`src/rtl/branch_resolve_unit.sv`:
```
// -----------------------------------------------------------------------------
// branch_resolve_unit
//   Execute-side branch/jump resolver. Takes one branch/jump at a time from
//   decode, waits in HOLD until forwarded operands are valid, then evaluates
//   the condition and target. It drives the resolution interface consumed by
//   the bpu (b_eval/branch_outcome, trgt_gen/alupc, jr_bpu/jr_in), opens a
//   fetch-flush window on redirects, and keeps saturating branch and
//   mispredict counters.
//
// Handshake: an instruction is accepted on a rising clk edge where
//   in_valid & in_ready. in_ready is high only in IDLE. in_valid while
//   in_ready is low is ignored. Decode keeps the instruction presented until
//   it is accepted. On accept, kind/pc/imm/pred/valbit are captured. rs1/rs2
//   are sampled in the cycle opnd_rdy is high (the cycle leaving IDLE/HOLD).
//
// Ports
//   clk, nrst                 clock, synchronous active-low reset
//   in_valid/in_ready         decode handshake
//   in_kind                   0 BEQ,1 BNE,2 BLT,3 BGE,4 BLTU,5 BGEU,6 JAL,7 JALR
//   in_pc, in_imm             instruction PC and sign-extended offset
//   in_pred_taken, in_valbit  bpu prediction and validity bits from fetch
//   opnd_rdy, rs1, rs2        forwarded operands and their valid flag
//   b_eval, branch_outcome    conditional branch resolved / taken
//   trgt_gen                  JAL target produced
//   alupc, pcplf              taken target, pc+4
//   jr_bpu, jr_in             JALR target pulse and value
//   flush                     squash younger fetched instructions
//   br_cnt, mis_cnt           saturating performance counters
//   dbg_state                 current FSM state (0 IDLE,1 HOLD,2 RESOLVE,3 FLUSH)
// -----------------------------------------------------------------------------
module branch_resolve_unit #(
  parameter int PC_W         = 32,
  parameter int FLUSH_CYCLES = 2,
  parameter int CNT_W        = 16
) (
  input  logic             clk,
  input  logic             nrst,
  input  logic             in_valid,
  output logic             in_ready,
  input  logic [2:0]       in_kind,
  input  logic [PC_W-1:0]  in_pc,
  input  logic [PC_W-1:0]  in_imm,
  input  logic             in_pred_taken,
  input  logic             in_valbit,
  input  logic             opnd_rdy,
  input  logic [PC_W-1:0]  rs1,
  input  logic [PC_W-1:0]  rs2,
  output logic             b_eval,
  output logic             branch_outcome,
  output logic             trgt_gen,
  output logic [PC_W-1:0]  alupc,
  output logic [PC_W-1:0]  pcplf,
  output logic             jr_bpu,
  output logic [PC_W-1:0]  jr_in,
  output logic             flush,
  output logic [CNT_W-1:0] br_cnt,
  output logic [CNT_W-1:0] mis_cnt,
  output logic [1:0]       dbg_state
);

  typedef enum logic [1:0] {
    S_IDLE    = 2'd0,
    S_HOLD    = 2'd1,
    S_RESOLVE = 2'd2,
    S_FLUSH   = 2'd3
  } state_t;

  localparam logic [2:0] K_BEQ  = 3'd0;
  localparam logic [2:0] K_BNE  = 3'd1;
  localparam logic [2:0] K_BLT  = 3'd2;
  localparam logic [2:0] K_BGE  = 3'd3;
  localparam logic [2:0] K_BLTU = 3'd4;
  localparam logic [2:0] K_BGEU = 3'd5;
  localparam logic [2:0] K_JAL  = 3'd6;
  localparam logic [2:0] K_JALR = 3'd7;

  // Countdown holds FLUSH_CYCLES-1 .. 0 while in FLUSH.
  localparam int FC_W = (FLUSH_CYCLES > 1) ? $clog2(FLUSH_CYCLES) : 1;

  state_t            r_state;
  state_t            w_next_state;

  logic [2:0]        r_kind;
  logic [PC_W-1:0]   r_pc;
  logic [PC_W-1:0]   r_imm;
  logic              r_pred;
  logic              r_valbit;
  logic              r_redirect;
  logic [FC_W-1:0]   r_flush_cnt;

  logic              r_b_eval;
  logic              r_outcome;
  logic              r_trgt_gen;
  logic              r_jr_bpu;
  logic [PC_W-1:0]   r_alupc;
  logic [PC_W-1:0]   r_pcplf;
  logic [PC_W-1:0]   r_jr_in;
  logic [CNT_W-1:0]  r_br_cnt;
  logic [CNT_W-1:0]  r_mis_cnt;

  logic              w_accept;
  logic              w_fire;
  logic [2:0]        w_kind;
  logic [PC_W-1:0]   w_pc;
  logic [PC_W-1:0]   w_imm;
  logic              w_pred;
  logic              w_valbit;
  logic              w_is_cond;
  logic              w_is_jal;
  logic              w_is_jalr;
  logic              w_outcome;
  logic              w_mispredict;
  logic              w_redirect;
  logic [PC_W-1:0]   w_br_target;
  logic [PC_W-1:0]   w_jalr_sum;
  logic [PC_W-1:0]   w_jalr_target;

  assign w_accept = (r_state == S_IDLE) && in_valid;
  // Operands are sampled in whichever cycle leaves IDLE/HOLD towards RESOLVE.
  assign w_fire   = (w_accept && opnd_rdy) || ((r_state == S_HOLD) && opnd_rdy);

  // In IDLE the instruction is still on the inputs; in HOLD use the captured copy.
  assign w_kind   = (r_state == S_IDLE) ? in_kind       : r_kind;
  assign w_pc     = (r_state == S_IDLE) ? in_pc         : r_pc;
  assign w_imm    = (r_state == S_IDLE) ? in_imm        : r_imm;
  assign w_pred   = (r_state == S_IDLE) ? in_pred_taken : r_pred;
  assign w_valbit = (r_state == S_IDLE) ? in_valbit     : r_valbit;

  assign w_is_jal  = (w_kind == K_JAL);
  assign w_is_jalr = (w_kind == K_JALR);
  assign w_is_cond = !w_is_jal && !w_is_jalr;

  always_comb begin
    w_outcome = 1'b0;
    case (w_kind)
      K_BEQ:   w_outcome = (rs1 == rs2);
      K_BNE:   w_outcome = (rs1 != rs2);
      K_BLT:   w_outcome = ($signed(rs1) <  $signed(rs2));
      K_BGE:   w_outcome = ($signed(rs1) >= $signed(rs2));
      K_BLTU:  w_outcome = (rs1 <  rs2);
      K_BGEU:  w_outcome = (rs1 >= rs2);
      default: w_outcome = 1'b0;
    endcase
  end

  assign w_br_target   = w_pc + w_imm;
  assign w_jalr_sum    = rs1 + w_imm;
  assign w_jalr_target = {w_jalr_sum[PC_W-1:1], 1'b0};

  assign w_mispredict = w_is_cond && (w_pred ^ w_outcome);
  // A JAL the bpu did not know about was fetched past; a JALR target is never predicted.
  assign w_redirect   = w_mispredict || w_is_jalr || (w_is_jal && !w_valbit);

  // FSM state register
  always_ff @(posedge clk) begin
    if (!nrst) r_state <= S_IDLE;
    else       r_state <= w_next_state;
  end

  // FSM next state and state-decoded outputs
  always_comb begin
    w_next_state = r_state;
    in_ready     = 1'b0;
    flush        = 1'b0;
    case (r_state)
      S_IDLE: begin
        in_ready = 1'b1;
        if (w_accept) w_next_state = opnd_rdy ? S_RESOLVE : S_HOLD;
      end
      S_HOLD: begin
        if (opnd_rdy) w_next_state = S_RESOLVE;
      end
      S_RESOLVE: begin
        w_next_state = r_redirect ? S_FLUSH : S_IDLE;
      end
      S_FLUSH: begin
        flush = 1'b1;
        if (r_flush_cnt == '0) w_next_state = S_IDLE;
      end
      default: w_next_state = S_IDLE;
    endcase
  end

  // Capture, resolution registers, flush countdown and counters
  always_ff @(posedge clk) begin
    if (!nrst) begin
      r_kind      <= '0;
      r_pc        <= '0;
      r_imm       <= '0;
      r_pred      <= 1'b0;
      r_valbit    <= 1'b0;
      r_redirect  <= 1'b0;
      r_flush_cnt <= '0;
      r_b_eval    <= 1'b0;
      r_outcome   <= 1'b0;
      r_trgt_gen  <= 1'b0;
      r_jr_bpu    <= 1'b0;
      r_alupc     <= '0;
      r_pcplf     <= '0;
      r_jr_in     <= '0;
      r_br_cnt    <= '0;
      r_mis_cnt   <= '0;
    end else begin
      r_b_eval   <= 1'b0;
      r_outcome  <= 1'b0;
      r_trgt_gen <= 1'b0;
      r_jr_bpu   <= 1'b0;

      if (w_accept) begin
        r_kind   <= in_kind;
        r_pc     <= in_pc;
        r_imm    <= in_imm;
        r_pred   <= in_pred_taken;
        r_valbit <= in_valbit;
      end

      if (w_fire) begin
        r_b_eval   <= w_is_cond;
        r_outcome  <= w_is_cond && w_outcome;
        r_trgt_gen <= w_is_jal;
        r_jr_bpu   <= w_is_jalr;
        r_alupc    <= w_is_jalr ? w_jalr_target : w_br_target;
        r_pcplf    <= w_pc + PC_W'(4);
        r_redirect <= w_redirect;
        if (w_is_jalr) r_jr_in <= w_jalr_target;
        if (w_is_cond && !(&r_br_cnt))     r_br_cnt  <= r_br_cnt + CNT_W'(1);
        if (w_mispredict && !(&r_mis_cnt)) r_mis_cnt <= r_mis_cnt + CNT_W'(1);
      end

      if (r_state == S_RESOLVE) begin
        r_flush_cnt <= FC_W'(FLUSH_CYCLES - 1);
      end else if ((r_state == S_FLUSH) && (r_flush_cnt != '0)) begin
        r_flush_cnt <= r_flush_cnt - FC_W'(1);
      end
    end
  end

  assign b_eval         = r_b_eval;
  assign branch_outcome = r_outcome;
  assign trgt_gen       = r_trgt_gen;
  assign jr_bpu         = r_jr_bpu;
  assign alupc          = r_alupc;
  assign pcplf          = r_pcplf;
  assign jr_in          = r_jr_in;
  assign br_cnt         = r_br_cnt;
  assign mis_cnt        = r_mis_cnt;
  assign dbg_state      = r_state;

endmodule

```
`config.mk`:
```
export PLATFORM = sky130hd
export DESIGN_NAME = branch_resolve_unit
export DESIGN_NICKNAME = d
export VERILOG_FILES = /design/src/rtl/branch_resolve_unit.sv
export SDC_FILE = /design/constraint.sdc
export NUM_CORES = 1
export LEC_CHECK = 0
export ABC_AREA = 1
export ABC_CLOCK_PERIOD_IN_PS = 4300
export CELL_PAD_IN_SITES_DETAIL_PLACEMENT = 0
export CELL_PAD_IN_SITES_GLOBAL_PLACEMENT = 2
export CORE_ASPECT_RATIO = 0.6
export CORE_MARGIN = 5
export CORE_UTILIZATION = 30
export CTS_CLUSTER_SIZE = 24
export DETAILED_ROUTE_END_ITERATION = 10
export DONT_BUFFER_PORTS = 1
export GPL_TIMING_DRIVEN = 0
export PLACE_DENSITY = 0.7
export SYNTH_ARGS = -nofsm -noshare
export SYNTH_HDL_FRONTEND = slang
export SYNTH_SLANG_ARGS = --single-unit
```
`constraint.sdc`:
```
create_clock -name clk -period 4.3 [get_ports clk]
set_input_delay 0.86 -clock clk [delete_from_list [all_inputs] [get_ports clk]]
set_output_delay 0.86 -clock clk [all_outputs]
set_load 0.02 [all_outputs]
```
=== Yosys cells after proc, flatten, opt, wreduce, memory -nomap -nowiden ===
Index checks and enable logic that the tools add are counted.
W data, S select, Z words.

* Logic and storage cells: 88
* Bits in registers: 204
* Input bits: 137
* Output and inout port bits: 136

* Bitwise operators: 1
* Reduce and logical (&&, ||, !) cells: 28
* Equality and inequality tests: 15
* Magnitude comparators: 4
* Multiplexer cells: 17
* Add/subtract/negate cells: 6

{| class="wikitable"
|+ Operator list
! kind !! number
|-
| $mux W32 || 3
|-
| $add A32 B32 Y32 || 2
|-
| $ge A32 B32 Y1 || 2
|-
| $lt A32 B32 Y1 || 2
|-
| $add A16 B1 Y16 const B || 2
|-
| $add A32 B3 Y32 const B || 1
|-
| $eq A32 B32 Y1 || 1
|-
| $ne A32 B32 Y1 || 1
|-
| $reduce_and A16 Y1 || 2
|-
| $eq A3 B3 Y1 const B || 4
|-
| $logic_and A1 B1 Y1 || 10
|-
| $mux W2 || 5
|-
| $pmux W2 S4 || 1
|-
| $reduce_and A2 Y1 || 4
|-
| $eq A3 B2 Y1 const B || 2
|-
| $mux W1 || 6
|-
| $ne A2 B2 Y1 const B || 3
|-
| $pmux W1 S6 || 1
|-
| $logic_not A1 Y1 || 5
|-
| $eq A2 B2 Y1 const B || 2
|-
| $eq A3 B1 Y1 const B || 1
|-
| $logic_not A3 Y1 || 1
|-
| $logic_or A1 B1 Y1 || 3
|-
| $mux W3 || 1
|-
| 6 further kinds || 6
|}

=== Depth between registers and ports, before layout ===
Gate-level depths: netlist of the first run.

* Word-level depth: 8
* Gate-level depth with buffers: 25
* Mapped depth without buffers: 24

=== Least setup slack after synthesis of the first run ===
OpenSTA, ideal clock, no wires.

* Path kind: flip-flop to flip-flop
* From: reg r_state[1], in the netlist dbg_state[1]
* To: reg r_alupc[27], in the netlist alupc[27]
* Path slack: 0.474 ns
* Setup time: 0.132 ns
* Period minus slack after synthesis: 3.826 ns
* Path buffers: 5
* Arrival time: 3.694 ns
* Data required time: 4.168 ns
* Stages on the path, launching flop included: 23
* Path through: dfxtp_1 -> nor2_8 -> buf_6 -> buf_6 -> buf_2 -> clkbuf_1 -> buf_1 -> nand2_1 -> nand2_1 -> ha_1 -> nand3_1 -> nand3_1 -> inv_1 -> nor2_1 -> nor2_1 -> o21ai_0 -> a21oi_1 -> o21ai_0 -> nand4_1 -> nand2_1 -> or2_2 -> nand3_1 -> a21oi_1

* Cells in the longest elaborated chain, start to end: 4
* Elaborated cells on any way between the ends: 13
* Classes of those cells: add/sub: 2; eq/ne: 2; mux: 4; reduce/logical: 5

{| class="wikitable"
|+ RTL lines
! element !! RTL line !! text
|-
| from (decl) || 80 || <nowiki>state_t r_state;</nowiki>
|-
| from (signal assigned) || 157 || <nowiki>else r_state <= w_next_state;</nowiki>
|-
| $logic_not A2 Y1 || - ||
|-
| $mux W32, or another cell as far along || 124 || <nowiki>assign w_pc = (r_state == S_IDLE) ? in_pc : r_pc;</nowiki>
|-
| $add A32 B32 Y32, or another cell as far along || 146 || <nowiki>assign w_br_target = w_pc + w_imm;</nowiki>
|-
| $mux W32 or $logic_or A1 B1 Y1 (tied branches) || 222, 120 ||
|-
| to (signal assigned) || 222 || <nowiki>r_alupc <= w_is_jalr ? w_jalr_target : w_br_target;</nowiki>
|-
| to (decl) || 95 || <nowiki>logic [PC_W-1:0] r_alupc;</nowiki>
|}

Parallel ways exist; a longest one is shown, timed or not.
A chain may end at the register's enable or synchronous reset.

=== Worst setup path in the final report of the first run ===
* From: reg r_state[0], in the netlist dbg_state[0]
* To: reg r_alupc[21], in the netlist alupc[21]

Same word-level chain as after synthesis.

==> results of run 1 <==
==> synthesized netlist by cell type, drive strengths merged (3+ instances only) <==
library cell	instances	area share [%]
nand2	486	14
nor2	242	7.2
inv	240	6.6
dfxtp	204	30
a21oi	175	6.4
o21ai	167	6.2
ha	96	8.7
nand3	84	3.1
clkbuf	48	1.3
or2	44	2.0
xor2	41	2.6
o211ai	39	2.1
nand4	32	1.7
buf	28	1.1
nor3	26	1.1
o21bai	25	1.4
xnor2	15	0.95
a31oi	14	0.64
nor4	14	0.74
a211oi	9	0.49
o21a	9	0.54
a21o	6	0.33
a21boi	3	0.16
o221ai	3	0.19
==> metal layers <==
layer / vias to the layer above / part of all wire (%)
li1: 6886 / -
met1: 6463 / 51
met2: 450 / 40
met3: 48 / 7.5
met4: 0 / 2.1
met5: - / 0
==> worst reg2reg max path, cell delays in order (launching register included) <==
cell      delay [ns]
dfxtp_2         0.46
nor2_8          0.08
inv_4           0.10
buf_4           0.18
buf_4           0.28
clkbuf_4        0.30
nand2_1         0.07
nand2_1         0.20
ha_1            0.33
nand3_1         0.10
nand3_1         0.07
inv_1           0.10
nor2_1          0.05
nor2_1          0.25
o21ai_1         0.16
a21oi_2         0.27
o21bai_1        0.17
a21oi_1         0.26
o21bai_1        0.16
nand2_1         0.08
nand2_1         0.04
nor2_1          0.15
nor3_1          0.06
==> flip-flops by register name, indices dropped and copies added (netlist names), 2 cells and up <==
| signal | count |
|---|---|
| r_imm | 32 |
| r_pc | 32 |
| dbg_state | 2 |
| r_kind | 3 |
| br_cnt | 16 |
| mis_cnt | 16 |
| pcplf | 32 |
| alupc | 32 |
| jr_in | 31 |
==> repair_timing <==
item                                    4_1_cts  5_1_grt
buffers inserted                              3        0
gates resized for setup                      23       14
endpoints found under the setup margin       59       24
endpoints found under the hold margin         0        0
hold buffers                                  0        0
pin swaps                                     3        1
==> metrics by stage <==
stage / hold WS [ns] / util [%] / instance area, um2 / setup TNS, ns / total power, mW
5_1_grt: 0.4316 / 34.12 / 15390 / 0 / 8.124
4_1_cts: 0.4212 / 34.07 / 15370 / 0 / 7.631
2_1_floorplan: 0.4246 / - / 13780 / 0 / 4.491
3_5_place_dp: 0.4391 / 32.26 / 14560 / -52.14 / 5.514
6_report: 0.4483 / 34.12 / 15390 / 0 / 7.626
3_3_place_gp: 0.4347 / 32.26 / 14560 / -53.20 / 5.518
==> worst paths after layout <==
path,from,endpoint,cells after the start
worst min register to register,r_pc[30],r_pc[30],2
worst max-delay path,dbg_state[0],alupc[21],22
worst min-delay path,in_imm[4],r_imm[4],2
worst max register to register,dbg_state[0],alupc[21],22
==> cells by family after synthesis <==
| kind of cell | count (synthesis) |
|---|---|
| compound gates | 459 |
| xor+xnor | 56 |
| fa+ha+maj | 98 |
| buf+inv | 316 |
| flops | 204 |
| other cells | 1 |
| simple gates | 934 |
==> area by class of cell <==
type                            count  share of cell area, %
Clock inverter                      3                 0.3576
Clock buffer                       36                  4.519
Multi-Input combinational cell   1548                  55.17
Buffer                             75                  2.341
Timing Repair Buffer                3                 0.1463
Inverter                          240                  5.868
Sequential cell                   204                  26.56
Tap cell                          620                  5.039
==> power by group <==
part | internal, mW | leakage [nW] | total, mW | switching [mW]
registers | 2.09 | 1.67 | 2.41 | 0.318
clock network | 1.17 | 0.365 | 2.05 | 0.882
logic | 0.985 | 5.00 | 3.17 | 2.18
==> summary.md, run 1 <==
| Metric | Value |
|---|---|
| Share of layout cells above drive strength 1 | about 7.6% |
| XOR/XNOR share of the synthesized area | 3.559% |
| # nets final | ~2300 |
| Crit path required time | around 4.7 ns |
| Clock Tree Buf Depth | 3 |
| Area of the core | between 40000 and 50000 um2 |
| Complex-gate fraction of the synthesized area | 19.10% |
| Worst-path clk slew | roughly 0.070 ns |
| DR iter-0 viols | between 1000 and 1500 |
| Maximum fanout along the worst path | 10 |
| WP buf/inv | 5 |
| First-pass DRT Iterations | 6 |
| Status | completed |
| Port Buffer Count | 0 |
| # diodes | 0 |
| First-pass GRT wire length | around 88 mm |
| Worst-Margin Slew | 1.154 ns |
| GRT Total Usage | about a quarter |
| CP max-delay cell | dfxtp_2 |
| Max frequency | 246.3 MHz |
| RSZ-0062 raised after global routing | no |
| WL final | ~61 mm |
| Most Crowded Layer GR | met1 |
| Final Max Slew Viols | 0 |
| Via count | 13847 |
| Total gr overflow | 0 |
| Syn Std Cell Area | 13780 um2 |
| FP Rows | 60 |
| Commonest non-fill, non-tap cell in the layout | nand2_1 |
| GR Layer Usage met3 | about 5.3% |
| Worst-Skew Late Latency | roughly 0.55 ns |
| Fin cells | 2729 |
| Warnings, synthesis | 0 |
| FF-to-FF setup slack | between 0.2 and 0.25 ns |
| WL per Instance | around 22 um |
| ANT nets after route | 0 |
| Peak VDD IR | about 0.24 mV |
| Simple-Gate Fraction of Synth Area | 29.70% |
| Htree depth | 1 |
| GP Congestion | roughly 0.92 |
| Most frequent cells in the layout | nand2_1 (468), inv_1 (233), nor2_1 (228) |
| FFs w/ async S/R, synth | 0% |
| Adder-Cell Fraction of Synth Area | a little under a tenth |
| Crit path largest cell delay | between 0.4 and 0.5 ns |
| Critical path capture point type | flip-flop |
| Met2 Usage GRT | between 30% and 40% |
| Max capacitance violation total | 0 |
| Leak | 7.037 nW |
| Final setup margin | about 0.24 ns |
| Yosys cell types | 60 |
| Delay-heaviest family, CP | simple AND/OR/NAND/NOR gates |
| Register area | approximately 4000 um2 |
| CP Launch Type | flip-flop |
| Min cycle time layout | between 4 and 5 ns |
| Drt drc | 0 |
| Footprint of the multi-input gates | about 8500 um2 |
| Root Buffer | clkbuf_16 |
| Worst Hold Class | input pin to flip-flop |
| Initial Utilization | a little under a third |
| Dpl ws | -1.518 ns |
| DIE HEIGHT | 176.0 um |
| Num Clock Sinks | about 200 |
| Mux share of post-synthesis cell area | 0% |
| Initial antenna violation count | 1 |
| Worst setup path class | flip-flop to flip-flop |
| Register bit total from synthesis | approximately 200 |
| Number of global-route vias before repair | between 10000 and 15000 |
| Pwr Density | between 400 and 500 nW/um2 |
| Synth Flop Type | dfxtp_1 |
| CTS buffer count | 24 |
| CP arrival | about 4.5 ns |
| Tcrit/Tclk final | a little over nine tenths |
| Mean area per synthesized cell | between 6 and 7 um2 |
| Combinational family with the most area after synthesis | simple AND/OR/NAND/NOR gates |
| Post-Syn Instances | just over 2000 |
| Die area | a little over 50000 um2 |
| Final hold vios | 0 |
| Placed cells | 2688 |
| Worst path cell trace | nor2_8 > inv_4 > buf_4 > buf_4 > clkbuf_4 > nand2_1 > nand2_1 > ha_1 > nand3_1 > nand3_1 > inv_1 > nor2_1 > nor2_1 > o21ai_1 > a21oi_2 > o21bai_1 > a21oi_1 > o21bai_1 > nand2_1 > nand2_1 > nor2_1 > nor3_1 |
| Max_slew headroom | between 20% and 30% |
| Worst clock skew | about 0.018 ns |
| P&R area growth vs syn | 11.71% |
| Setup Viol. Count Final | 0 |
| Die width | approximately 290 um |
| Sequential share of the synthesized area | between 20% and 30% |
| Largest net degree at the start of global routing | 13 |
| CTS tree | done |
| Half-perimeter wire length after detailed placement | about 49 mm |
| Syn nets | ~2300 |
| Number of synthesized flops with an enable pin | 0 |
| Vias/cell | around 5.1 |
| Fill count | 4951 |
| I/O pin cnt | around 270 |
| Met1 Resource Use GR | a little over a third |
| Crit path top cell by count | nand2_1 |
No activity file was read; power rests on OpenSTA's default activity.
==> run 2, diff against run 1 <==
--- a/config.mk
+++ b/config.mk
@@ -6,11 +6,10 @@
 export NUM_CORES = 1
 export LEC_CHECK = 0
 export ABC_AREA = 1
-export ABC_CLOCK_PERIOD_IN_PS = 4300
+export ABC_CLOCK_PERIOD_IN_PS = 5060
 export CELL_PAD_IN_SITES_DETAIL_PLACEMENT = 0
 export CELL_PAD_IN_SITES_GLOBAL_PLACEMENT = 2
 export CORE_ASPECT_RATIO = 0.6
-export CORE_MARGIN = 5
 export CORE_UTILIZATION = 30
 export CTS_CLUSTER_SIZE = 24
 export DETAILED_ROUTE_END_ITERATION = 10
==> constraint.sdc (replaced) <==
create_clock -name clk -period 5.06 [get_ports clk]
set_input_delay 1.012 -clock clk [delete_from_list [all_inputs] [get_ports clk]]
set_output_delay 1.012 -clock clk [all_outputs]
set_load 0.02 [all_outputs]
==> summary.md, run 2 (synthesis gave the netlist of run 1 again) <==
| Metric | Value |
|---|---|
| CP max-delay cell | clkdlybuf4s15_2 |
| Maximum fanout along the worst path | 28 |
| Setup Viol. Count Final | 0 |
| Met1 wire length | 31.06 mm |
| Htree depth | 1 |
| P&R area growth vs syn | 10.79% |
| Die area | between 40000 and 50000 um2 |
| Final hold vios | 0 |
| Worst Hold Class | flip-flop to flip-flop |
| Port Buffer Count | 0 |
| Vias/cell | about 5 |
| CTS buffer count | 23 |
| RSZ-0062 raised after global routing | no |
| Final Max Slew Viols | 0 |
| Critical path capture point type | flip-flop |
| FP Rows | 60 |
| Delay-heaviest family, CP | simple AND/OR/NAND/NOR gates |
| Max_slew headroom | roughly 23% |
| First-pass GRT wire length | 86.55 mm |
| Max frequency | about 210 MHz |
| Worst-Margin Slew | roughly 1.2 ns |
| CP Launch Type | flip-flop |
| Worst setup path class | flip-flop to flip-flop |
| Largest net degree at the start of global routing | 29 |
| I/O pin cnt | roughly 270 |
| Hold bufs inserted after CTS | 0 |
| First-pass DRT Iterations | 5 |
| GRT Total Usage | between 20% and 30% |
| GP Congestion | 0.9131 |
| Worst-path clk slew | 0.06 ns |
| Area of the core | between 40000 and 50000 um2 |
| Max capacitance violation total | 0 |
| Crit path required time | 5.49 ns |
| Clock Tree Buf Depth | 3 |
| # nets final | about 2300 |
| WL per Instance | 22.35 um |
| Share of layout cells above drive strength 1 | roughly 6.9% |
| Pwr Density | 422.5 nW/um2 |
| Peak VDD IR | ~0.17 mV |
| DIE HEIGHT | 168.0 um |
| Half-perimeter wire length after detailed placement | slightly below 50 mm |
| WP buf/inv | 4 |
| Most frequent cells in the layout | nand2_1 (473), inv_1 (233), nor2_1 (229) |
| CTS tree | done |
| Via count | roughly 14000 |
| Final hold slack | approximately 0.45 ns |
| Crit path largest cell delay | about 0.5 ns |
| Dpl ws | -0.9297 ns |
| DR iter-0 viols | around 1100 |
| Finished Core Util | between 30% and 40% |
| Initial antenna violation count | 2 |
| Number of global-route vias before repair | roughly 13000 |
| Worst-Skew Late Latency | ~0.54 ns |
| # diodes | 0 |
| Min cycle time layout | between 4 and 5 ns |
| Drt drc | 0 |
| Fin cells | ~2700 |
| Initial Utilization | 30.59% |
| Num Clock Sinks | 204 |
| Met3 WL post-DR | around 4.5 mm |
| Worst path cell trace | nor2_8 > buf_6 > buf_6 > clkdlybuf4s15_2 > nand2_1 > nand2_1 > ha_1 > nand3_1 > nand3_1 > inv_1 > nor2_1 > nor2_1 > o21ai_0 > a21oi_2 > o21bai_1 > a21oi_1 > o21bai_1 > nand2_1 > nand2_1 > nor2_1 > nor3_1 |
| Metal2 WL | about 23 mm |
| Final setup margin | approximately 0.38 ns |
| Max layer used | met4 |
| CP arrival | just over 5 ns |
| Crit path top cell by count | nand2_1 |
| Fill count | between 4000 and 5000 |
| Status | completed |
| ANT nets after route | 0 |
| Power, Total | around 6.5 mW |
| Total gr overflow | 0 |
| Commonest non-fill, non-tap cell in the layout | nand2_1 |
| WL final | between 60 and 70 mm |
| Tcrit/Tclk final | 92.44% |
| Worst clock skew | 0.01139 ns |
| Placed cells | about 2700 |
| Die width | roughly 280 um |
| Root Buffer | clkbuf_16 |
| Leak | 7.008 nW |
-- run 2: cell count changes in the layout (fill, tap and decap cells not counted), moves of 3 or more --
cell,change
buf_4,-4
clkinv_2,+3
nand2_1,+5
nand2_2,-5
-- run 2: worst register-to-register path, stage by stage, from the launching register on --
cell,delay (ns)
dfxtp_1,0.46
nor2_8,0.29
buf_6,0.19
buf_6,0.30
clkdlybuf4s15_2,0.53
nand2_1,0.10
nand2_1,0.22
ha_1,0.33
nand3_1,0.10
nand3_1,0.07
inv_1,0.09
nor2_1,0.05
nor2_1,0.22
o21ai_0,0.21
a21oi_2,0.35
o21bai_1,0.19
a21oi_1,0.33
o21bai_1,0.21
nand2_1,0.10
nand2_1,0.05
nor2_1,0.14
nor3_1,0.06
-- run 2: worst paths after layout --
kind	from	to	slack, ns	depth (start not counted)
hold / removal	r_pc[30]	r_pc[30]	0.45	2
setup / recovery	dbg_state[1]	alupc[21]	0.38	21
hold reg to reg	r_pc[30]	r_pc[30]	0.45	2
setup reg to reg	dbg_state[1]	alupc[21]	0.38	21
-- run 2: what timing repair did --
| item | in CTS | in global routing |
|---|---|---|
| gates resized for setup | 2 | 4 |
| setup buffers | 0 | 0 |
| setup endpoints to repair | 44 | 11 |
-- run 2: metrics by stage --
| step | setup TNS [ns] | cell area (um2) |
|---|---|---|
| after global routing | 0 | 15270 |
| after floorplan | 0 | 13780 |
| after detailed placement | -16.72 | 14520 |
| after CTS | 0 | 15260 |
| after global placement | -17.30 | 14520 |
| final | 0 | 15270 |
-- run 2: report_power, final --
part           internal [mW]  switching (mW)
registers               1.77           0.267
clock network          0.985           0.743
logic                  0.814            1.87
total                   3.57            2.88
-- run 2: cell type report --
type / count / area (um2) / share of cell area, %
inverters: 240 / 903.4 / 5.918
flip-flops and latches: 204 / 4084 / 26.75
clock buffers: 33 / 683.2 / 4.475
clock inverters: 6 / 62.56 / 0.4098
plain buffers: 74 / 332.8 / 2.180
multi-input cells: 1548 / 8463 / 55.44
well taps: 589 / 737.0 / 4.827
-- run 2: per-layer routing --
metal  vias to the layer above  global-route usage [%]
li1                       6882                       -
met1                      6479                   38.82
met2                       417                   35.13
met3                        54                   5.412
met4                         0                   5.088
met5                         -                       0
==> run 3, diff against run 2 <==
--- a/config.mk
+++ b/config.mk
@@ -14,7 +14,6 @@
 export CTS_CLUSTER_SIZE = 24
 export DETAILED_ROUTE_END_ITERATION = 10
 export DONT_BUFFER_PORTS = 1
-export GPL_TIMING_DRIVEN = 0
 export PLACE_DENSITY = 0.7
 export SYNTH_ARGS = -nofsm -noshare
 export SYNTH_HDL_FRONTEND = slang
==> summary.md, run 3 (synthesis gave the netlist of run 1 again) <==
| Metric | Value |
|---|---|
| ANT nets after route | 0 |
| Total gr overflow | 0 |
| Worst setup path class | flip-flop to flip-flop |
| WL per Instance | between 20 and 25 um |
| Initial Utilization | 30.59% |
| Setup Viol. Count Final | 0 |
| # nets final | between 2000 and 2500 |
| Final hold vios | 0 |
| RSZ-0062 raised after global routing | no |
| Placed cells | about 2600 |
| Via count | about 14000 |
| P&R area growth vs syn | 10.35% |
| CP Launch Type | flip-flop |
| Hold bufs inserted after CTS | 0 |
| Share of layout cells above drive strength 1 | under 10% |
| Drt drc | 0 |
| Status | completed |
| Max_slew headroom | about a third |
| Worst clock skew | roughly 0.017 ns |
| Fin cells | about 2600 |
| Largest net degree at the start of global routing | about 130 |
| Dpl ws | roughly 0.81 ns |
| Peak VDD IR | just over 0.2 mV |
| First-pass GRT wire length | 80.12 mm |
| Fill count | slightly below 5000 |
| GRT Total Usage | between 20% and 30% |
| Port Buffer Count | 0 |
| Die area | 46820 um2 |
| Final setup margin | 0.7757 ns |
| Final Max Slew Viols | 0 |
| I/O pin cnt | 273 |
| Worst-path clk slew | about 0.070 ns |
| Reg2reg path depth | 19 |
| Crit path required time | between 5 and 6 ns |
| Area of the core | 45040 um2 |
| DIE HEIGHT | ~170 um |
| Die width | 278.7 um |
| Min cycle time layout | ~4.3 ns |
| FP Rows | 60 |
| Commonest non-fill, non-tap cell in the layout | nand2_1 |
| Num Clock Sinks | around 200 |
| First-pass DRT Iterations | 7 |
| Setup_tns | 0 ns |
| Worst-Skew Late Latency | roughly 0.56 ns |
| Critical path capture point type | flip-flop |
| CP Launch Point | dbg_state[1] |
| Htree depth | 1 |
| Half-perimeter wire length after detailed placement | 41.97 mm |
| CP arrival | 4.72 ns |
| Number of global-route vias before repair | around 12000 |
| Clock Tree Buf Depth | 3 |
| Worst-Margin Slew | approximately 0.99 ns |
| Pwr Density | approximately 430 nW/um2 |
| Root Buffer | clkbuf_16 |
| Maximum fanout along the worst path | 30 |
| Vias/cell | 5.107 |
| Leak | 6.993 nW |
| Worst Hold Class | flip-flop to flip-flop |
| Min-Delay Startpoint | r_pc[30] |
| WL final | between 50 and 60 mm |
| Max capacitance violation total | 0 |
| Max frequency | approximately 230 MHz |
| CTS buffer count | 26 |
| Most frequent cells in the layout | nand2_1 (473), inv_1 (232), nor2_1 (228) |
| Tcrit/Tclk final | ~85% |
| FF-to-FF setup slack | slightly below 0.8 ns |
| Post-CTS sizing | 0 |
| DR iter-0 viols | between 1000 and 1500 |
| Hold Crit Depth | 2 |
| CTS tree | done |
| Initial antenna violation count | 0 |
| Setup bufs post-CTS | 0 |
| RR Startpoint | dbg_state[1] |
| GP Congestion | 0.9208 |
[run 3: cell types whose count changed in the layout (fill, tap and decap cells not counted), sizes merged]
cell | before | now
diode | 0 | 2
buf | 26 | 14
clkbuf | 80 | 31
clkinvlp | 0 | 3
bufinv | 1 | 3
inv | 241 | 242
clkdlybuf4s15 | 1 | 0
clkinv | 4 | 9
[run 3: routing by layer]
layer / track usage, % / vias to the layer above / routed length (um)
met1: 37.63 / 6286 / 30120
met4: 5.495 / 0 / 1364
li1: - / 6759 / -
met5: 0 / - / 0
met3: 3.275 / 54 / 3450
met2: 28.92 / 410 / 19590
[run 3: worst paths after layout]
kind / to
min: r_pc[30]
min reg2reg: r_pc[30]
max: alupc[21]
max reg2reg: alupc[21]
[run 3: where the power goes]
group / internal (mW) / switching [mW]
Combinational: 0.790 / 1.76
Sequential: 1.77 / 0.267
Clock: 1.16 / 0.826
Total: 3.73 / 2.85
[run 3: worst max-delay path, cell delays in order (launching register included)]
cell	delay, ns
dfxtp_1	0.46
nor2_8	0.36
buf_4	0.46
nand2_1	0.10
nand2_1	0.24
ha_1	0.33
nand3_1	0.10
nand3_1	0.07
inv_1	0.10
nor2_1	0.05
nor2_1	0.19
o21ai_0	0.16
a21oi_1	0.38
o21bai_1	0.20
a21oi_1	0.32
o21bai_1	0.14
nand2_1	0.07
nand2_1	0.04
nor2_1	0.24
nor3_1	0.08
[run 3: area by class of cell]
class | count | area (um2) | area share, %
multi-input combinational | 1548 | 8474 | 55.73
sequential | 204 | 4084 | 26.86
inverter | 240 | 903.4 | 5.941
tap | 589 | 737.0 | 4.847
clock buffer | 31 | 710.7 | 4.674
clock inverter | 17 | 186.4 | 1.226
timing repair buffer | 14 | 105.1 | 0.6912
antenna | 2 | 5.005 | 0.03291
[run 3: metrics by stage]
step	power [mW]	utilization (%)	hold slack, ns	area [um2]
3_3_place_gp	4.601	31.76	0.4328	14300
2_1_floorplan	3.816	-	0.4246	13780
5_1_grt	7.007	33.75	0.4732	15200
4_1_cts	6.615	33.75	0.4518	15200
6_report	6.582	33.76	0.4497	15210
3_5_place_dp	4.590	31.76	0.4420	14300
==> patch 1: new RTL, settings of run 1 <==
Change the parameter `PC_W` from 32 to 40.
--- a/src/rtl/branch_resolve_unit.sv
+++ b/src/rtl/branch_resolve_unit.sv
@@ -31,3 +31,3 @@
 module branch_resolve_unit #(
-  parameter int PC_W         = 32,
+  parameter int PC_W         = 40,
   parameter int FLUSH_CYCLES = 2,
Ports: changed (7 resized); port bits go from 273 to 329. The function was not compared with the original's and may differ.
==> patch 1 against run 1 <==
Critical path depth is 1 higher; maximum frequency is 2.2% lower; synthesized cell count is 32% higher; routed wire length is 43% higher; area after synthesis is 27% higher; sequential cell count is 40 higher; first-iteration DRC count is 38% higher; critical endpoint is now alupc[33]; die area is 26% higher; core utilization is 0.60 points higher; sequential power is 21% higher; worst setup slack worse by 0.091 ns; total power is 40% higher; largest cell class unchanged; final area is 30% higher.
==> patch 1: results (changes against run 1) <==
OUTCOME='finished, final reports clean'
P_CLK_mW=2.66  # +30%
POST-DP-HPWL_MM=72.5  # +47%
NFILLCELLS=6399  # +29%
REGTOREGSETUPSLACK_NS=0.15  # -0.09 ns
DRTITER0DRC=1514  # +38%
SYN_INST=2720  # +32%
SHARE_COMB_OF_TOTAL_POWER_PCT=47.8  # +6.3 points
NUMCLOCKSINKS=244  # +20%
PLACED_AREA_MM2=0.0185  # +27%
AREA_DELTA_SYNTH_FINAL_PCT=14.1
LAYOUT.CLOCK_BUFFERS=39  # +8.3%
IR_WORST_VDD_mV=0.305  # +26%
HOLD-PATH-ENDPOINT='r_imm[5]'
GRTUSAGEMET2_PCT=38.5  # +5.6 points
DP.CELLS=3490  # +30%
FLOORPLAN.CORE_AREA_MM2=0.0577  # +28%
MULTI_INPUT_COMB_CELLS=2009  # +30%
VIAS=18300  # +32%
DR_WL_MET2_MM=35.8  # +48%
SEQ_SHARE_PCT=24.4  # -2.1 points
DRT-TOTAL-WL_MM=87.1  # +43%
PIN_COUNT_OF_THE_BIGGEST_NET_ENTERING_GLOBAL_ROUTING=20  # +7
LAYOUT.NONCLK_BUF_SHARE_PCT=2.76  # +0.27 points
INV_COUNT=371  # +55%
RR_WORST_DEPTH=23  # +4.5%
SYNTH.AREA.TOP_CELLS='sky130_fd_sc_hd__dfxtp_1 28%, sky130_fd_sc_hd__nand2_1 13%, sky130_fd_sc_hd__ha_1 8.6%'
WORST-ENDPOINT-ARRIVAL_NS=4.69  # +0.20 ns
POST-ROUTE-MIN-PERIOD_NS=4.15  # +0.0912 ns
YOSYSSEQAREASHARE_PCT=27.8  # -1.8 points
CLKCELLAREAFRAC_PCT=4.96  # +0.083 points
AREA_SHARE_OF_FA_HA_MAJ_CELLS_AFTER_SYNTHESIS_PCT=8.78  # -0.23 points
POWER_DENSITY_mW_PER_MM2=534  # +7.8%
LENGTH_OF_THE_FIRST_DETAILED_ROUTING_PASS_IN_ITERATIONS=7  # +1
SYNTH.TOP_CELLS.BY_COUNT='600 x sky130_fd_sc_hd__nand2_1, 363 x sky130_fd_sc_hd__inv_1, 330 x sky130_fd_sc_hd__nor2_1'
ROUTED_WIRE_LENGTH_PER_INSTANCE_UM=24.5  # +9.8%
GLOBAL_ROUTE.USAGE.TOTAL_PCT=26.2  # +2.9 points
CLOCK_INSERTION_DELAY_WORST_SKEW_NS=0.60  # +0.05 ns
HP-START='in_imm[5]'
POWER.NET_SWITCHING_mW=5.11  # +51%
DRIVE_ABOVE_1_SHARE_PCT=10.3  # +2.7 points
COMPOUND_CELL_AREA_SHARE_OF_THE_YOSYS_NETLIST_PCT=19.2  # +0.14 points
YOSYS.CELL_TYPES.COUNT=63  # +5.0%
GLOBAL_ROUTE.USAGE.MET1_PCT=39.1  # +3.3 points
WORSTREG2REGSTART='dbg_state[1]'
DP_WORST_SETUP_SLACK_NS=-1.99  # -0.467 ns
WORST_HOLD_SLACK_NS=0.398  # -0.0506 ns
FINALCLOCKSKEW_NS=0.0256  # +0.00753 ns
LEAKAGE_nW=9.26  # +32%
## patch 1: cell count changes in the layout (fill, tap and decap cells not counted), moves of 21 or more
cell	change
sky130_fd_sc_hd__nor2_1	+94
sky130_fd_sc_hd__nand2_1	+107
sky130_fd_sc_hd__nand3_1	+21
sky130_fd_sc_hd__o21ai_0	+43
sky130_fd_sc_hd__inv_1	+129
sky130_fd_sc_hd__a21oi_1	+31
sky130_fd_sc_hd__dfxtp_1	+40
## patch 1: critical path: stages, from the launching register on
cell and delay [ns]:
sky130_fd_sc_hd__dfxtp_4 0.40, sky130_fd_sc_hd__nor2_4 0.20, sky130_fd_sc_hd__clkbuf_8 0.21, sky130_fd_sc_hd__buf_8 0.17
sky130_fd_sc_hd__buf_12 0.17, sky130_fd_sc_hd__clkbuf_8 0.20, sky130_fd_sc_hd__clkbuf_8 0.20, sky130_fd_sc_hd__nand2_1 0.08
sky130_fd_sc_hd__nand2_2 0.16, sky130_fd_sc_hd__ha_1 0.32, sky130_fd_sc_hd__a21o_1 0.25, sky130_fd_sc_hd__a21oi_1 0.24
sky130_fd_sc_hd__nand2_1 0.13, sky130_fd_sc_hd__nor2_4 0.25, sky130_fd_sc_hd__o21ai_2 0.13, sky130_fd_sc_hd__a21oi_2 0.22
sky130_fd_sc_hd__o21ai_2 0.11, sky130_fd_sc_hd__nand2_1 0.09, sky130_fd_sc_hd__nand2_1 0.05, sky130_fd_sc_hd__nand2_1 0.05
sky130_fd_sc_hd__nand3_1 0.15, sky130_fd_sc_hd__nand3_1 0.14, sky130_fd_sc_hd__nand2_1 0.05, sky130_fd_sc_hd__inv_1 0.08
## patch 1: what timing repair did
| action | in CTS | in global routing |
|---|---|---|
| endpoints found under the setup margin | 82 | 47 |
| pin swaps | 5 | 4 |
| buffers inserted | 4 | 3 |
| gates resized for setup | 80 | 88 |
==> patch 2: new RTL, settings of run 1 <==
Made on the original files. Make the reset (`nrst`) asynchronous in 2 clocked blocks. Comments in the files are not updated.
--- a/src/rtl/branch_resolve_unit.sv
+++ b/src/rtl/branch_resolve_unit.sv
@@ -154,3 +154,3 @@
   // FSM state register
-  always_ff @(posedge clk) begin
+  always_ff @(posedge clk or negedge nrst) begin
     if (!nrst) r_state <= S_IDLE;
@@ -184,3 +184,3 @@
   // Capture, resolution registers, flush countdown and counters
-  always_ff @(posedge clk) begin
+  always_ff @(posedge clk or negedge nrst) begin
     if (!nrst) begin
Function: differs if nrst is asserted again (counterexample within 4 cycles, from zero or initial values and one cycle with nrst low); with nrst held inactive, the same outputs for 4 cycles.
==> patch 2 against run 1 <==
Final area grew 2.6%; worst setup slack better by 0.018 ns; highest routed layer unchanged; area after synthesis grew 1.5%; routed wire length fell by 7.1%; sequential cell count stayed put; die area grew 1.5%; critical endpoint is now alupc[24]; maximum frequency is 0.44% higher; non-clock buffer count shrank 14.
Power is not compared: it rests on default switching activity, and its combinational part moved more than twofold at a synthesized area within 25%.
==> patch 2: results (changes against run 1) <==
COMPOUND_CELL_AREA_SHARE_OF_THE_YOSYS_NETLIST_PCT=16.5  # -2.6 points
DP_WORST_SETUP_SLACK_NS=-1.09  # +0.426 ns
WL_MET1_MM=28.8  # -6.8%
DRTITER0DRC=1000  # -8.8%
DR_WL_MET2_MM=23.5  # -2.9%
HOLD_PATH.CLASS='input port to asynchronous set/reset pin'
VIAS=12900  # -6.8%
OUTCOME='finished, final reports clean'
DRT-TOTAL-WL_MM=56.7  # -7.1%
YOSYS.CELL_TYPES.COUNT=55  # -8.3%
GLOBAL_ROUTE.USAGE.TOTAL_PCT=21.6  # -1.6 points
WORST-ENDPOINT-ARRIVAL_NS=4.47  # -0.02 ns
SYNTH_MUX_AREA_SHARE_PCT=0.0805  # +0.080 points
SYNTH_XOR_XNOR_AREA_SHARE_PCT=3.94  # +0.38 points
FINALCLOCKSKEW_NS=0.0123  # -0.00571 ns
YOSYSSEQAREASHARE_PCT=36.5  # +6.8 points
WORST_HOLD_SLACK_NS=0.0472  # -0.401 ns
AVG_SYNTHESIZED_CELL_AREA_UM2=7.28  # +9.3%
NFILLCELLS=5005  # +1.1%
DP.CELLS=2552  # -5.1%
AREA_SHARE_OF_FA_HA_MAJ_CELLS_AFTER_SYNTHESIS_PCT=8.87  # -0.14 points
PLACED_AREA_MM2=0.0148  # +1.5%
DRIVE_ABOVE_1_SHARE_PCT=7.40  # -0.24 points
GPL.FINAL_WEIGHTED_CONGESTION=0.898  # -2.0%
LENGTH_OF_THE_FIRST_DETAILED_ROUTING_PASS_IN_ITERATIONS=5  # -1
CRIT_PATH_TOP_DELAY_CELL='sky130_fd_sc_hd__dfrtp_2'
RR_WORST_DEPTH=19  # -14%
WORSTREG2REGSTART='dbg_state[0]'
ROUTED_VIA_DENSITY=4.95  # -2.4%
ANTENNA_FOUND_INITIAL=2  # +1
POST-DP-HPWL_MM=45.1  # -8.5%
MET3ROUTEDLENGTH_MM=3.50  # -23%
YS_DOMINANT_REG_CELL='sky130_fd_sc_hd__dfrtp_1'
REGTOREGSETUPSLACK_NS=0.26  # +0.02 ns
SYNTHARSTFLOPSHARE_PCT=100  # +100 points
-- patch 2: power by group --
group | total, mW | internal (mW) | switching, mW
sequential | 3.92 | 2.69 | 1.23
clock | 2.21 | 1.25 | 0.951
combinational | 8.47 | 2.73 | 5.74
-- patch 2: cells by family (layout without fill, tap and decap cells) --
kind of cell | after synthesis | after routing
flip-flops | 204 | 204
XOR/XNOR | 63 | 63
adder cells (fa/ha/maj) | 98 | 98
AO/OA/AOI/OAI | 423 | 423
other | 1 | 2
multiplexers | 1 | 1
buffers and inverters | 308 | 360
AND/OR/NAND/NOR | 824 | 824
-- patch 2: worst max-delay path by stage --
stage / start / end / slack (ns) / cells past startpoint
after floorplan: dbg_state[1] / alupc[18] / 0.70 / 18
after global placement: dbg_state[1] / alupc[30] / -1.02 / 21
after detailed placement: dbg_state[1] / alupc[14] / -1.09 / 19
after CTS: dbg_state[0] / alupc[26] / 0.04 / 16
after global routing: dbg_state[0] / alupc[28] / 0.001 / 22
final: dbg_state[0] / alupc[24] / 0.26 / 19
-- patch 2: layout make-up --
cell class	instances	area [um2]	share of cell area, %
multi-input combinational	1410	7760	49.1
sequential	204	5110	32.3
inverter	253	950	6.01
tap	630	788	4.99
clock buffer	32	692	4.38
buffer	55	270	1.71
clock inverter	11	120	0.760
timing repair buffer	9	110	0.697
antenna	1	2.50	0.0158
-- patch 2: metal layers --
layer  vias up  GRT usage, %
met1      6108          33.3
met4         0          3.14
met3        47          4.05
met5         -             0
met2       361          32.1
li1       6386             -
-- patch 2: timing repair --
item,4_1_cts,5_1_grt
endpoints found under the hold margin,44,0
resized for setup,15,34
pin swaps,2,3
hold buffers,3,0
setup buffers,2,4
setup endpoints to repair,45,22
